### config.mk
export PLATFORM = sky130hd
export DESIGN_NAME = if_fetch_unit_flat
export DESIGN_NICKNAME = d
export VERILOG_FILES = /design/src/rtl/if_fetch_unit_pkg.sv /design/src/rtl/if_fetch_unit_if.sv /design/src/rtl/if_out_buf.sv /design/src/rtl/if_fetch_unit.sv /design/src/flat_wrapper.sv
export SDC_FILE = /design/constraint.sdc
export NUM_CORES = 1
export LEC_CHECK = 0
export BUFFER_PORTS_ARGS = -buffer_cell sky130_fd_sc_hd__buf_2
export CAP_MARGIN = 5
export CORE_MARGIN = 2
export CORE_UTILIZATION = 45
export CTS_BUF_LIST = sky130_fd_sc_hd__clkbuf_8 sky130_fd_sc_hd__clkbuf_16
export DETAILED_ROUTE_END_ITERATION = 7
export PLACE_DENSITY = 0.69
export SLEW_MARGIN = 20
export SYNTH_ARGS = -nofsm -noshare
export SYNTH_HDL_FRONTEND = slang
export SYNTH_SLANG_ARGS = --single-unit
export TNS_END_PERCENT = 100
### constraint.sdc
create_clock -name clk -period 2.1 [get_ports clk]
set_input_delay 0.105 -clock clk [delete_from_list [all_inputs] [get_ports clk]]
set_output_delay 0.105 -clock clk [all_outputs]
set_load 0.01 [all_outputs]
### src/rtl/if_fetch_unit_pkg.sv
// ---------------------------------------------------------------------------
// if_fetch_unit_pkg
// Shared definitions for the instruction-fetch stage: PC and instruction
// widths, the default reset PC, the fetch FSM state encoding and a small
// PC increment helper.
// ---------------------------------------------------------------------------
package if_fetch_unit_pkg;

    localparam int PC_W    = 30;
    localparam int INSTR_W = 32;

    typedef logic [PC_W-1:0]    pc_t;
    typedef logic [INSTR_W-1:0] instr_t;

    // Word address [31:2] of the first instruction (byte address 0x0000_3000)
    localparam pc_t RESET_PC_DEFAULT = 30'h00000C00;

    typedef enum logic [1:0] {
        S_IDLE,
        S_REQ,
        S_HOLD,
        S_SQUASH
    } fetch_state_t;

    // Word-address increment; wraps from 30'h3FFFFFFF to 0
    function automatic pc_t pc_inc(input pc_t pc);
        return pc + pc_t'(1);
    endfunction

endpackage

### src/rtl/if_fetch_unit_if.sv
// ---------------------------------------------------------------------------
// if_fetch_unit_if
// Bundles the signals the fetch stage exchanges with its neighbours:
//   redirect_valid/redirect_pc  : redirect from next-PC select
//   pc_cur                      : current fetch PC back to next-PC select
//   imem_req/addr/ack/rdata     : instruction-memory request/response
//   id_valid/instr/pc/ready     : valid/ready handshake to decode
// Modports: master = fetch unit, slave = surrounding pipeline/memory.
// ---------------------------------------------------------------------------
interface if_fetch_unit_if;
    import if_fetch_unit_pkg::*;

    logic   redirect_valid;
    pc_t    redirect_pc;
    pc_t    pc_cur;
    logic   imem_req;
    pc_t    imem_addr;
    logic   imem_ack;
    instr_t imem_rdata;
    logic   id_valid;
    instr_t id_instr;
    pc_t    id_pc;
    logic   id_ready;

    modport master (
        input  redirect_valid, redirect_pc, imem_ack, imem_rdata, id_ready,
        output pc_cur, imem_req, imem_addr, id_valid, id_instr, id_pc
    );

    modport slave (
        output redirect_valid, redirect_pc, imem_ack, imem_rdata, id_ready,
        input  pc_cur, imem_req, imem_addr, id_valid, id_instr, id_pc
    );

endinterface

### src/rtl/if_out_buf.sv
// ---------------------------------------------------------------------------
// if_out_buf
// Decode-side output buffer of the fetch stage plus one skid register.
// Ports:
//   clk, rst           : clock, synchronous active-high reset
//   load_new           : write new_instr/new_pc straight into the buffer
//   park               : write new_instr/new_pc into the skid register
//   unpark             : move the skid register into the buffer
//   flush              : drop buffer contents and clear the skid
//   new_instr, new_pc  : freshly fetched word and its PC
//   id_ready           : decode accepts the buffer this cycle
//   id_valid/instr/pc  : buffer contents presented to decode
//   buf_free           : buffer can take a new word at the next edge
// ---------------------------------------------------------------------------
module if_out_buf
    import if_fetch_unit_pkg::*;
(
    input  logic   clk,
    input  logic   rst,
    input  logic   load_new,
    input  logic   park,
    input  logic   unpark,
    input  logic   flush,
    input  instr_t new_instr,
    input  pc_t    new_pc,
    input  logic   id_ready,
    output logic   id_valid,
    output instr_t id_instr,
    output pc_t    id_pc,
    output logic   buf_free
);

    instr_t skid_instr;
    pc_t    skid_pc;
    logic   transfer;

    assign transfer = id_valid & id_ready;
    assign buf_free = !id_valid | id_ready;

    // Buffer and skid update. Flush wins over everything; a word consumed
    // by decode in the same cycle is simply gone. Occupancy of the skid is
    // tracked by the fetch FSM (S_HOLD), so only its data lives here.
    always_ff @(posedge clk) begin
        if (rst) begin
            id_valid   <= 1'b0;
            id_instr   <= '0;
            id_pc      <= '0;
            skid_instr <= '0;
            skid_pc    <= '0;
        end else if (flush) begin
            id_valid   <= 1'b0;
            skid_instr <= '0;
            skid_pc    <= '0;
        end else begin
            if (load_new) begin
                id_valid <= 1'b1;
                id_instr <= new_instr;
                id_pc    <= new_pc;
            end else if (unpark) begin
                id_valid <= 1'b1;
                id_instr <= skid_instr;
                id_pc    <= skid_pc;
            end else if (transfer) begin
                id_valid <= 1'b0;
            end
            if (park) begin
                skid_instr <= new_instr;
                skid_pc    <= new_pc;
            end
        end
    end

endmodule

### src/rtl/if_fetch_unit.sv
// ---------------------------------------------------------------------------
// if_fetch_unit
// Instruction-fetch stage: owns the PC register, requests instruction words
// from memory and hands them to decode over a valid/ready handshake.
// Redirects from next-PC select replace the PC and squash wrong-path work.
// Ports:
//   clk, rst  : clock, synchronous active-high reset
//   bus       : if_fetch_unit_if.master (redirect, pc_cur, imem_*, id_*)
//   perf_fetch_cnt, perf_squash_cnt : only when IF_PERF_CNT_EN is defined;
//               count transfers to decode and discarded memory responses
// Parameter:
//   RESET_PC  : word address loaded at reset
// Optional feature macro: IF_PERF_CNT_EN
// ---------------------------------------------------------------------------
module if_fetch_unit
    import if_fetch_unit_pkg::*;
#(
    parameter pc_t RESET_PC = RESET_PC_DEFAULT
) (
    input  logic clk,
    input  logic rst,
    if_fetch_unit_if.master bus
`ifdef IF_PERF_CNT_EN
    ,
    output logic [31:0] perf_fetch_cnt,
    output logic [31:0] perf_squash_cnt
`endif
);

    fetch_state_t state, state_next;
    pc_t          pc_cur, pc_next;
    pc_t          imem_addr_q;
    logic         load_new, park, unpark, flush;
    logic         buf_free;

    assign bus.pc_cur    = pc_cur;
    assign bus.imem_addr = imem_addr_q;
    // A squashed request must stay asserted until memory answers it
    assign bus.imem_req  = (state == S_REQ) || (state == S_SQUASH);

    // State, PC and request address. The request address is captured only
    // when entering S_REQ so it stays stable while pc_cur moves on a
    // redirect into S_SQUASH.
    always_ff @(posedge clk) begin
        if (rst) begin
            state       <= S_IDLE;
            pc_cur      <= RESET_PC;
            imem_addr_q <= '0;
        end else begin
            state  <= state_next;
            pc_cur <= pc_next;
            if (state_next == S_REQ) begin
                imem_addr_q <= pc_next;
            end
        end
    end

    // Next-state and buffer control. Redirect overrides PC and flushes the
    // decode side regardless of state. In S_SQUASH an ack always ends the
    // wrong-path request, even alongside a redirect, since no further ack
    // would ever arrive for it.
    always_comb begin
        state_next = state;
        pc_next    = pc_cur;
        load_new   = 1'b0;
        park       = 1'b0;
        unpark     = 1'b0;
        flush      = 1'b0;

        case (state)
            S_IDLE: begin
                state_next = S_REQ;
            end
            S_REQ: begin
                if (bus.redirect_valid) begin
                    state_next = bus.imem_ack ? S_REQ : S_SQUASH;
                end else if (bus.imem_ack) begin
                    pc_next = pc_inc(pc_cur);
                    if (buf_free) begin
                        load_new = 1'b1;
                    end else begin
                        park       = 1'b1;
                        state_next = S_HOLD;
                    end
                end
            end
            S_HOLD: begin
                if (bus.redirect_valid) begin
                    state_next = S_REQ;
                end else if (bus.id_ready) begin
                    unpark     = 1'b1;
                    state_next = S_REQ;
                end
            end
            S_SQUASH: begin
                if (bus.imem_ack) begin
                    state_next = S_REQ;
                end
            end
            default: begin
                state_next = S_IDLE;
            end
        endcase

        if (bus.redirect_valid) begin
            pc_next = bus.redirect_pc;
            flush   = 1'b1;
        end
    end

    if_out_buf u_out_buf (
        .clk       (clk),
        .rst       (rst),
        .load_new  (load_new),
        .park      (park),
        .unpark    (unpark),
        .flush     (flush),
        .new_instr (bus.imem_rdata),
        .new_pc    (pc_cur),
        .id_ready  (bus.id_ready),
        .id_valid  (bus.id_valid),
        .id_instr  (bus.id_instr),
        .id_pc     (bus.id_pc),
        .buf_free  (buf_free)
    );

`ifdef IF_PERF_CNT_EN
    logic drop_ack;

    // An ack is discarded when it coincides with a redirect in S_REQ or
    // when it answers a squashed request
    assign drop_ack = bus.imem_ack &&
                      (((state == S_REQ) && bus.redirect_valid) || (state == S_SQUASH));

    // Free-running wrap-around performance counters
    always_ff @(posedge clk) begin
        if (rst) begin
            perf_fetch_cnt  <= '0;
            perf_squash_cnt <= '0;
        end else begin
            if (bus.id_valid && bus.id_ready) begin
                perf_fetch_cnt <= perf_fetch_cnt + 32'd1;
            end
            if (drop_ack) begin
                perf_squash_cnt <= perf_squash_cnt + 32'd1;
            end
        end
    end
`endif

endmodule

### src/flat_wrapper.sv
// flat-port wrapper written by rule: the top's interface ports become plain ports
module if_fetch_unit_flat import if_fetch_unit_pkg::*;
#(
    parameter pc_t RESET_PC = RESET_PC_DEFAULT
)
  (clk, rst, bus_redirect_valid, bus_redirect_pc, bus_imem_ack, bus_imem_rdata, bus_id_ready, bus_pc_cur, bus_imem_req, bus_imem_addr, bus_id_valid, bus_id_instr, bus_id_pc);
  if_fetch_unit_if bus_i ();
  input  logic clk;
  input  logic rst;
  input wire logic [$bits(bus_i.redirect_valid)-1:0] bus_redirect_valid;
  input wire logic [$bits(bus_i.redirect_pc)-1:0] bus_redirect_pc;
  input wire logic [$bits(bus_i.imem_ack)-1:0] bus_imem_ack;
  input wire logic [$bits(bus_i.imem_rdata)-1:0] bus_imem_rdata;
  input wire logic [$bits(bus_i.id_ready)-1:0] bus_id_ready;
  output wire logic [$bits(bus_i.pc_cur)-1:0] bus_pc_cur;
  output wire logic [$bits(bus_i.imem_req)-1:0] bus_imem_req;
  output wire logic [$bits(bus_i.imem_addr)-1:0] bus_imem_addr;
  output wire logic [$bits(bus_i.id_valid)-1:0] bus_id_valid;
  output wire logic [$bits(bus_i.id_instr)-1:0] bus_id_instr;
  output wire logic [$bits(bus_i.id_pc)-1:0] bus_id_pc;
  assign bus_i.redirect_valid = bus_redirect_valid;
  assign bus_i.redirect_pc = bus_redirect_pc;
  assign bus_i.imem_ack = bus_imem_ack;
  assign bus_i.imem_rdata = bus_imem_rdata;
  assign bus_i.id_ready = bus_id_ready;
  assign bus_pc_cur = bus_i.pc_cur;
  assign bus_imem_req = bus_i.imem_req;
  assign bus_imem_addr = bus_i.imem_addr;
  assign bus_id_valid = bus_i.id_valid;
  assign bus_id_instr = bus_i.id_instr;
  assign bus_id_pc = bus_i.id_pc;
  if_fetch_unit #(.RESET_PC(RESET_PC)) u_core (.clk(clk), .rst(rst), .bus(bus_i));
endmodule
==> impl_metrics.yaml <==
finish:
  drive_gt1_share_pct: 24.8
  fin_util_pct: 59.7
  stdcell_area_sq_um: 10200
  fillerInstances: 1508
  fin_cells: 1369
  area_delta_synth_final_pct: 30.8
  diodes: 0
  nNetsFinal: 1200
timing:
  fmax_mhz: 497
  max_slew.worst_pin.slew_ps: 493
  period_share_pct: 95.7
  slew_headroom_pct: 67.1
  layout_setup_ws_ps: 89.6
  hold_slack_ps: 18.2
  rsz0062_at_grt: "no"
  min_period_ps: 2010
  finalClockSkew_ps: 11.6
  tns_ps: 0
  final-max-slew-violation-count: 0
  setup_viol: 0
  hold_viol: 0
clocking:
  cts_tree: "yes"
  clkLatencyLatePin_ps: 440
  clk_pin_slew_ps: 70
  cts.sink_count: 187
  post_cts_resized: 0
  clockBufferDepth: 2
  cts-root-buf: "clkbuf_16"
  numCtsBuffers: 17
  cts_htree_levels: 4
synthesis:
  netlist_top_cells_area: "dfxtp_1 (48%), mux2i_1 (8.8%), nand2_1 (7.9%)"
  synth_area_sq_um: 7810
  synthDistinctLibCells: 64
  yosys-top-cells-count: "dfxtp_1 (187), nand2_1 (164), nor2_1 (104)"
  ys_warn_count: 0
  async_flop_share_pct: 0
  ys_ff_latch: 187
  synth_edf_count: 0
  synth_top_area_share_pct: 47.9
  synth.avg_cell_area_sq_um: 8.65
  yosysMostFrequentCell: "dfxtp_1"
  seq_area_frac_synth_pct: 47.9
  yosysTopAreaCell: "dfxtp_1"
  synth_cells: 903
  syn-num-nets: 971
  synthFlopType: "dfxtp_1"
power:
  powerDensity_nw_per_um2: 768
  seqPwrFrac_pct: 48.3
  swShare_pct: 26.3
  power.switching_mw: 2.06
  leakagePower_nw: 4.06
  power.total_mw: 7.85
  p_int_mw: 5.79
  vdd_drop_max_v: 0.000622
  clockPowerShare_pct: 40.3
  combinationalPowerShare_pct: 11.4
place:
  placed_area_sq_um: 9140
  pre_cts_ws_ps: 98.7
  dpl.hpwl_microns: 14800
  gp_congestion: 0.810
  place.port_buffers: 190
  place_inst: 1287
routing:
  drtPass1Iterations: 4
  viasPerCell: 5.23
  drt-total-wl_microns: 21900
  vias: 7166
  wl_per_cell_microns: 16.0
  first_iter_violations: 400
  drc: 0
  drtAntennaViolNets: 0
floorplan:
  fp.dieH_microns: 136
  fp.coreArea_sq_um: 17100
  ios: 191
  rows: 48
  dieArea_sq_um: 18400
  die_x_microns: 136
  initial_core_util_pct: 45.7
worst_setup_path:
  critical_path_class: "reg2reg"
  cp-end-kind: "flop"
  crit_required_ps: 2430
  critPathMaxFanout: 4
  crit_arrival_ps: 2340
  start_kind: "flop"
global_routing:
  grt_antenna_before_repair: 1
  first_global_vias: 6757
  groute.usage.overall_pct: 23.7
  gr-total-overflow: 0
  grt_max_degree: 99
  grt_pass1_wl_microns: 34400
flow_run:
  drv_cap: 0
min_path:
  worstHoldPathType: "in2reg"
status:
  outcome: "completed"
## power by group through the flow
stage                     Sequential (mW)  Combinational (mW)  Clock, mW
final                                3.79               0.896       3.17
after global routing                 3.80               0.977       3.38
after CTS                            3.79               0.898       3.21
after detailed placement             3.87               0.820          0
after global placement               3.87               0.814          0
after floorplan                      3.93               0.369          0
## cell type report
type                            instances  area [sq um]  area share [%]
Inverter                                7          26.3           0.257
Clock inverter                         13           133            1.30
Sequential cell                       187          3740            36.6
Clock buffer                           18           439            4.30
Tap cell                              225           282            2.75
Multi-Input combinational cell        632          3710            36.3
Timing Repair Buffer                  287          1880            18.4
## critical path: stages, from the launching register on
cell and delay [ps]:
dfxtp_1 330, ha_1 190, nand3_1 190, or3_4 410, nor4_2 310, xnor2_1 150
nand2_1 80, a32o_2 250
## registers in the layout, summed over array words and instances, names as in the netlist
name / flops
u_core.u_out_buf.id_instr: 32
u_core.u_out_buf.id_pc: 30
u_core.u_out_buf.skid_pc: 30
u_core.u_out_buf.skid_instr: 32
u_core.bus.imem_addr: 30
u_core.u_out_buf.id_valid: 1
u_core.state: 2
u_core.bus.pc_cur: 30
## cells in the final DEF (no fill, tap or decap), types with 3 or more instances in the layout
| master | n |
|---|---|
| buf_2 | 189 |
| dfxtp_1 | 187 |
| nand2_1 | 164 |
| nor2_1 | 104 |
| a21oi_1 | 79 |
| mux2i_1 | 69 |
| a211oi_1 | 65 |
| dlygate4sd3_1 | 51 |
| buf_4 | 41 |
| xnor2_1 | 18 |
| o21ai_0 | 17 |
| clkbuf_16 | 17 |
| nand3_1 | 15 |
| nor3_1 | 10 |
| inv_1 | 7 |
| nor2b_1 | 7 |
| nand4_1 | 7 |
| nor4_1 | 6 |
| inv_6 | 6 |
| buf_12 | 6 |
| nand2b_1 | 4 |
| nand3b_1 | 4 |
| a22o_1 | 3 |
| nor4b_1 | 3 |
| xor2_1 | 3 |
| o21a_1 | 3 |
| clkinvlp_4 | 3 |
## kinds of logic after synthesis
logic type,count (synthesis),share of synthesized area [%]
compound gates,193,15.7
mux,69,8.84
xor+xnor,21,2.35
buf+inv,84,4.96
fa+ha+maj,1,0.160
simple gates,348,20.1
flops,187,47.9
## what timing repair did
action                    in CTS  in global routing
buffers inserted               0                  0
hold endpoints to repair      89                  0
hold buffers                  51                  0
## per-layer routing
metal	GRT usage (%)	routed length (microns)	vias up	part of all wire, %
met5	0	13	-	0.059
met4	7.87	357	2	1.6
met3	4.94	1420	29	6.5
met2	38.9	10200	245	47
met1	31.0	9880	3299	45
li1	-	-	3591	-
## worst paths after layout
path                                                startpoint                        endpoint  slack [ps]  cells after the start
worst max-delay path                      u_core.bus.pc_cur[0]        u_core.bus.imem_addr[28]          90                      7
worst min-delay path                        bus_redirect_pc[3]            u_core.bus.pc_cur[3]          20                      3
worst max register to register            u_core.bus.pc_cur[0]        u_core.bus.imem_addr[28]          90                      7
worst min register to register  u_core.u_out_buf.skid_instr[4]  u_core.u_out_buf.skid_instr[4]         450                      2
(Power assumes the default switching activity.)
